$ cat src/rtl/mem_s.sv
// RV32 MEM stage: issues loads/stores on a req/ack data bus, stalls until the access completes,
// and registers the MEM/WB outputs that also feed forwarding back into EX.
module mem_s #(
    parameter int TIMEOUT_CYC = 256
) (
    input  logic        clk,
    input  logic        rst_n,
    input  logic        exmem_valid,
    input  logic [6:0]  exmem_op,
    input  logic [2:0]  exmem_funct3,
    input  logic [31:0] exmem_result,
    input  logic [31:0] exmem_sData,
    input  logic [4:0]  exmem_rd,
    input  logic        exmem_regwrite,
    output logic        dmem_req,
    output logic        dmem_we,
    output logic [31:0] dmem_addr,
    output logic [31:0] dmem_wdata,
    output logic [3:0]  dmem_be,
    input  logic        dmem_ack,
    input  logic [31:0] dmem_rdata,
    output logic        stall,
    output logic        memwb_valid,
    output logic [31:0] memwb_result,
    output logic [4:0]  memwb_rd,
    output logic        memwb_regwrite,
    output logic        err_misalign,
    output logic        err_timeout
);
    localparam int CNT_W = $clog2(TIMEOUT_CYC);
    localparam logic [CNT_W-1:0] CNT_LAST = CNT_W'(TIMEOUT_CYC - 1);

    typedef enum logic {IDLE, REQ} state_t;

    function automatic logic [3:0] store_be(input logic [2:0] f3, input logic [1:0] lane);
        case (f3[1:0])
            2'b00:   return 4'b0001 << lane;
            2'b01:   return lane[1] ? 4'b1100 : 4'b0011;
            default: return 4'b1111;
        endcase
    endfunction

    function automatic logic [31:0] store_data(input logic [2:0] f3, input logic [31:0] s);
        case (f3[1:0])
            2'b00:   return {4{s[7:0]}};
            2'b01:   return {2{s[15:0]}};
            default: return s;
        endcase
    endfunction

    function automatic logic [31:0] load_align(input logic [2:0] f3, input logic [1:0] lane,
                                               input logic [31:0] w);
        logic [7:0]  b;
        logic [15:0] h;
        b = 8'(w >> {lane, 3'b000});
        h = lane[1] ? w[31:16] : w[15:0];
        case (f3)
            3'b000:  return {{24{b[7]}}, b};
            3'b001:  return {{16{h[15]}}, h};
            3'b100:  return {24'h0, b};
            3'b101:  return {16'h0, h};
            default: return w;
        endcase
    endfunction

    state_t      state_q, state_d;
    logic [CNT_W-1:0] cnt_q, cnt_d;
    logic        we_q, we_d;
    logic [31:0] addr_q, addr_d;
    logic [31:0] wdata_q, wdata_d;
    logic [3:0]  be_q, be_d;
    logic [2:0]  f3_q, f3_d;
    logic [1:0]  lane_q, lane_d;
    logic [4:0]  rd_q, rd_d;
    logic        rw_q, rw_d;
    logic        memwb_valid_q, memwb_valid_d;
    logic [31:0] memwb_result_q, memwb_result_d;
    logic [4:0]  memwb_rd_q, memwb_rd_d;
    logic        memwb_regwrite_q, memwb_regwrite_d;
    logic        err_mis_q, err_mis_d;
    logic        err_to_q, err_to_d;

    logic is_load, is_store, mem_op, f3_legal, aligned, start, bad, timeout_hit;

    always_comb begin
        is_load  = (exmem_op == 7'b0000011);
        is_store = (exmem_op == 7'b0100011);
        mem_op   = exmem_valid & (is_load | is_store);
        f3_legal = is_load ? (exmem_funct3 inside {3'b000, 3'b001, 3'b010, 3'b100, 3'b101})
                           : (exmem_funct3 inside {3'b000, 3'b001, 3'b010});
        case (exmem_funct3[1:0])
            2'b01:   aligned = ~exmem_result[0];
            2'b10:   aligned = (exmem_result[1:0] == 2'b00);
            default: aligned = 1'b1;
        endcase
        start       = mem_op & f3_legal & aligned;
        bad         = mem_op & ~(f3_legal & aligned);
        timeout_hit = (state_q == REQ) & ~dmem_ack & (cnt_q == CNT_LAST);
    end

    always_comb begin
        state_d          = state_q;
        cnt_d            = cnt_q;
        we_d             = we_q;
        addr_d           = addr_q;
        wdata_d          = wdata_q;
        be_d             = be_q;
        f3_d             = f3_q;
        lane_d           = lane_q;
        rd_d             = rd_q;
        rw_d             = rw_q;
        memwb_valid_d    = 1'b0;
        memwb_result_d   = memwb_result_q;
        memwb_rd_d       = memwb_rd_q;
        memwb_regwrite_d = 1'b0;
        err_mis_d        = 1'b0;
        err_to_d         = err_to_q;
        case (state_q)
            IDLE: begin
                if (start) begin
                    state_d = REQ;
                    cnt_d   = '0;
                    we_d    = is_store;
                    addr_d  = {exmem_result[31:2], 2'b00};
                    wdata_d = is_store ? store_data(exmem_funct3, exmem_sData) : 32'h0;
                    be_d    = is_store ? store_be(exmem_funct3, exmem_result[1:0]) : 4'b0000;
                    f3_d    = exmem_funct3;
                    lane_d  = exmem_result[1:0];
                    rd_d    = exmem_rd;
                    rw_d    = exmem_regwrite;
                end else if (bad) begin
                    err_mis_d = 1'b1;
                end else if (exmem_valid) begin
                    memwb_valid_d    = 1'b1;
                    memwb_result_d   = exmem_result;
                    memwb_rd_d       = exmem_rd;
                    memwb_regwrite_d = exmem_regwrite;
                end
            end
            REQ: begin
                if (dmem_ack) begin
                    state_d          = IDLE;
                    cnt_d            = '0;
                    memwb_valid_d    = 1'b1;
                    memwb_rd_d       = rd_q;
                    memwb_regwrite_d = ~we_q & rw_q;
                    if (!we_q) memwb_result_d = load_align(f3_q, lane_q, dmem_rdata);
                end else if (timeout_hit) begin
                    // Abort: the slot leaves as a bubble so the pipeline can move on.
                    state_d  = IDLE;
                    cnt_d    = '0;
                    err_to_d = 1'b1;
                end else begin
                    cnt_d = cnt_q + CNT_W'(1);
                end
            end
            default: state_d = IDLE;
        endcase
    end

    always_ff @(posedge clk or negedge rst_n) begin
        if (!rst_n) begin
            state_q          <= IDLE;
            cnt_q            <= '0;
            we_q             <= 1'b0;
            addr_q           <= 32'h0;
            wdata_q          <= 32'h0;
            be_q             <= 4'h0;
            f3_q             <= 3'h0;
            lane_q           <= 2'h0;
            rd_q             <= 5'h0;
            rw_q             <= 1'b0;
            memwb_valid_q    <= 1'b0;
            memwb_result_q   <= 32'h0;
            memwb_rd_q       <= 5'h0;
            memwb_regwrite_q <= 1'b0;
            err_mis_q        <= 1'b0;
            err_to_q         <= 1'b0;
        end else begin
            state_q          <= state_d;
            cnt_q            <= cnt_d;
            we_q             <= we_d;
            addr_q           <= addr_d;
            wdata_q          <= wdata_d;
            be_q             <= be_d;
            f3_q             <= f3_d;
            lane_q           <= lane_d;
            rd_q             <= rd_d;
            rw_q             <= rw_d;
            memwb_valid_q    <= memwb_valid_d;
            memwb_result_q   <= memwb_result_d;
            memwb_rd_q       <= memwb_rd_d;
            memwb_regwrite_q <= memwb_regwrite_d;
            err_mis_q        <= err_mis_d;
            err_to_q         <= err_to_d;
        end
    end

    // rst_n gates stall so an asserted reset releases the pipeline without waiting for an edge.
    assign stall = rst_n & ((state_q == IDLE) ? start : (~dmem_ack & ~timeout_hit));

    assign dmem_req       = (state_q == REQ);
    assign dmem_we        = we_q;
    assign dmem_addr      = addr_q;
    assign dmem_wdata     = wdata_q;
    assign dmem_be        = be_q;
    assign memwb_valid    = memwb_valid_q;
    assign memwb_result   = memwb_result_q;
    assign memwb_rd       = memwb_rd_q;
    assign memwb_regwrite = memwb_regwrite_q;
    assign err_misalign   = err_mis_q;
    assign err_timeout    = err_to_q;
endmodule

$ cat config.mk
export PLATFORM = sky130hd
export DESIGN_NAME = mem_s
export DESIGN_NICKNAME = d
export VERILOG_FILES = /design/src/rtl/mem_s.sv
export SDC_FILE = /design/constraint.sdc
export NUM_CORES = 1
export LEC_CHECK = 0
export ABC_AREA = 1
export CORE_AREA = 2 2 125 127
export DETAILED_ROUTE_END_ITERATION = 7
export DIE_AREA = 0 0 127 129
export GPL_TIMING_DRIVEN = 0
export PLACE_DENSITY = 0.82
export SLEW_MARGIN = 20
export SYNTH_ARGS = -nofsm -noshare
export SYNTH_HDL_FRONTEND = slang
export SYNTH_SLANG_ARGS = --single-unit
$ cat constraint.sdc
create_clock -name clk -period 2.55 [get_ports clk]
set_clock_uncertainty 0.2 [all_clocks]
set_input_delay 0.51 -clock clk [delete_from_list [all_inputs] [get_ports clk]]
set_output_delay 0.51 -clock clk [all_outputs]
set_load 0.01 [all_outputs]
==> summary.md <==
| Metric | Value |
|---|---|
| Status | `finished, final reports clean` |
| Num ports | `228` |
| Fin worst setup slack | `59.7 ps` |
| R2R Setup Slk | `340 ps` |
| FF+latch count, synth | `128` |
| Post-synth EDFFs | `0` |
| Max Slew Vio Count | `0` |
| Power per cell area | `516 mW/mm^2` |
| WP data required | `1840 ps` |
| Buf/Inv on CP | `5` |
| Crit path DAT | `1780 ps` |
| Vias | `7527` |
| Die W | `127 um` |
| Grt ovf | `0` |
| Total track usage | `30.1%` |
| Hold crit path type | `in -> async` |
| Sink Count | `128` |
| Final core occ | `69.4%` |
| Tot Pwr | `5360 uW` |
| Sequential area share after synthesis | `46.0%` |
| Drt wl/cell | `17.4 um` |
| Final hold slack | `6.66 ps` |
| Area Overhead vs Synth | `49.2%` |
| # rows | `45` |
| CP cell instances | `buf_2 > inv_4 > ha_4 > buf_6 > nor2_4 > nand2_1 > nand2_2 > nor2_4 > nand2_4 > buf_12 > a21boi_2 > buf_2` |
| Initial DRC Count | `557` |
| Final wirelength | `24.8 mm` |
| Worst slack, placed | `-1330 ps` |
| Global route hottest layer | `met2` |
| Detailed Routing Iterations Pass 1 | `5` |
| Rel. slew slack | `38.4%` |
| Most frequent cells in the layout | `nand2_1 (259), clkdlybuf4s50_1 (211), dfrtp_1 (128)` |
| Footprint of the multi-input gates | `0.00323 mm^2` |
| H-tree Lvls | `4` |
| CTS max path bufs | `2` |
| Max stage delay on crit path | `150 ps` |
| FF/Latch Area | `0.00320 mm^2` |
| CTS Buf Count | `17` |
| Detailed Place HPWL | `17.7 mm` |
| Synth unique cells | `32` |
| CP Class | `in -> out` |
| P_leak | `0.00473 uW` |
| Asr flop ratio synth | `100%` |
| CTS tree | `built` |
| ANT nets after route | `0` |
| Worst slew pin tran | `921 ps` |
| Initial core utilization | `46.5%` |
| Peak VDD IR | `0.000428 V` |
| Met1 usage | `35.9%` |
| Clock-pin transition on the worst setup and hold timing paths | `50 ps` |
| Crit-path max FO | `4` |
| Setup-failing EPs final | `0` |
| Sum Neg Setup Slack | `0 ps` |
| Routability cong. | `0.964` |
| Share of layout cells above drive strength 1 | `11.0%` |
| Max Cap Viol | `0` |
| Vias in the first global route | `7382` |
| Critical-path top delay cell | `nor2_4` |
| Final worst path period share | `97.7%` |
| GR Layer Usage met3 | `7.73%` |
| Die extent in y | `129 um` |
| Fill cell count | `1230` |
| Initial antenna violation count | `3` |
| Clock latency on the worst-skew pair | `420 ps` |
| Yosys warnings | `0` |
| Met2 Use GR | `51.3%` |
| Crit path time final | `2490 ps` |
| Largest net degree at the start of global routing | `99` |
| Ys flop type | `dfrtp_1` |
| Vias per cell | `5.29` |
| Avg Cell Area, Syn | `7.31 um^2` |
| Final nets | `1341` |
| Core area | `0.0150 mm^2` |
| Highest clock rate | `402 MHz` |
| Netlist area before placement | `0.00697 mm^2` |
| Die Footprint | `0.0164 mm^2` |
| Root buffer cell | `clkbuf_16` |
| # DRC | `0` |
| Most common cell after layout, fill and taps aside | `nand2_1` |
| Worst setup EP type | `output port` |
| CP delay by family, top | `buffers and inverters` |
| Cells after Synth | `953` |
| PortBufs | `225` |
| Global-route wire length before repair | `37.9 mm` |
| Final hold vios | `0` |
| Worst setup SP type | `input pin` |
cell type report:
cell class / count / share of cell area (%)
multi-input combinational: 684 / 31.1
sequential: 128 / 30.8
timing repair buffer: 249 / 24.3
clock buffer: 21 / 4.43
buffer: 57 / 3.14
inverter: 84 / 3.08
tap: 188 / 2.26
clock inverter: 11 / 0.867
antenna: 2 / 0.0481
worst min-delay path: cells and delay by family:
family | cells | cell delay (ps)
buffers and inverters | 3 | 460
state kept, by name, indices dropped and copies added (netlist names), 2 cells and up:
register	count
memwb_rd	5
lane_q	2
dmem_addr	30
rd_q	5
f3_q	3
cnt_q	8
dmem_be	4
dmem_wdata	32
memwb_result	32
kinds of logic after synthesis:
family	after synthesis	synth area share [%]
DFF	128	46.0
buffers and inverters	142	9.02
and+or+nand+nor	478	28.9
adders and majority gates	4	0.719
AOI/OAI and AO/OA	198	15.1
other	1	0.0538
xor gates and xnor gates	2	0.252
layer usage:
layer / vias to the layer above / part of all wire, %
li1: 3573 / -
met5: - / 0.052
met4: 2 / 4.3
met1: 3498 / 39
met2: 382 / 48
met3: 72 / 9.0
worst paths after layout:
kind / start / to / depth (start not counted)
worst min register to register: err_timeout / err_timeout / 1
worst min-delay path: rst_n / dmem_wdata[17] / 3
worst max-delay path: exmem_funct3[0] / stall / 12
worst max register to register: dmem_req / memwb_result[18] / 7
min in group clk: exmem_funct3[2] / f3_q[2] / 3
max in group asynchronous: rst_n / dmem_addr[21] / 4
report_power, final:
| part | total [uW] | internal, uW | switching [uW] |
|---|---|---|---|
| Clock | 2300 | 1380 | 924 |
| Sequential | 2170 | 2120 | 48.6 |
| Combinational | 897 | 448 | 449 |
| Total | 5360 | 3940 | 1420 |
stage by stage:
step | instances | area [um^2]
2_1_floorplan | 954 | 6970
3_3_place_gp | 1367 | 9460
3_5_place_dp | 1368 | 9490
4_1_cts | 1413 | 10200
5_1_grt | 1422 | 10400
6_report | 1424 | 10400
what timing repair did:
action                                  CTS  global route
pin swaps                                 9             6
gates cloned                              0             0
resized for setup                        41            17
hold buffers                              3             4
hold endpoints to repair                 31            45
setup buffers                            11             5
endpoints found under the setup margin   14             1
cell usage after synthesis (3+ instances only):
library cell  number  area, um^2
inv_2              7        26.3
o21ai_0           20         100
nand4_1            6        37.5
nor2_1           106         398
nand3_1           55         275
buf_4              4        30.0
nand2_1          261         980
inv_1             76         285
ha_1               4        50.1
nor2_2             3        18.8
or2_2             14        87.6
buf_2             10        50.1
a21oi_1           85         425
buf_1              8        30.0
dfrtp_1          128        3200
o21ai_2           14         123
o21ai_1           77         385
or2_1             24         150
buf_6              9         101
clkbuf_1          27         101
Power figures use the tool's default switching activity.
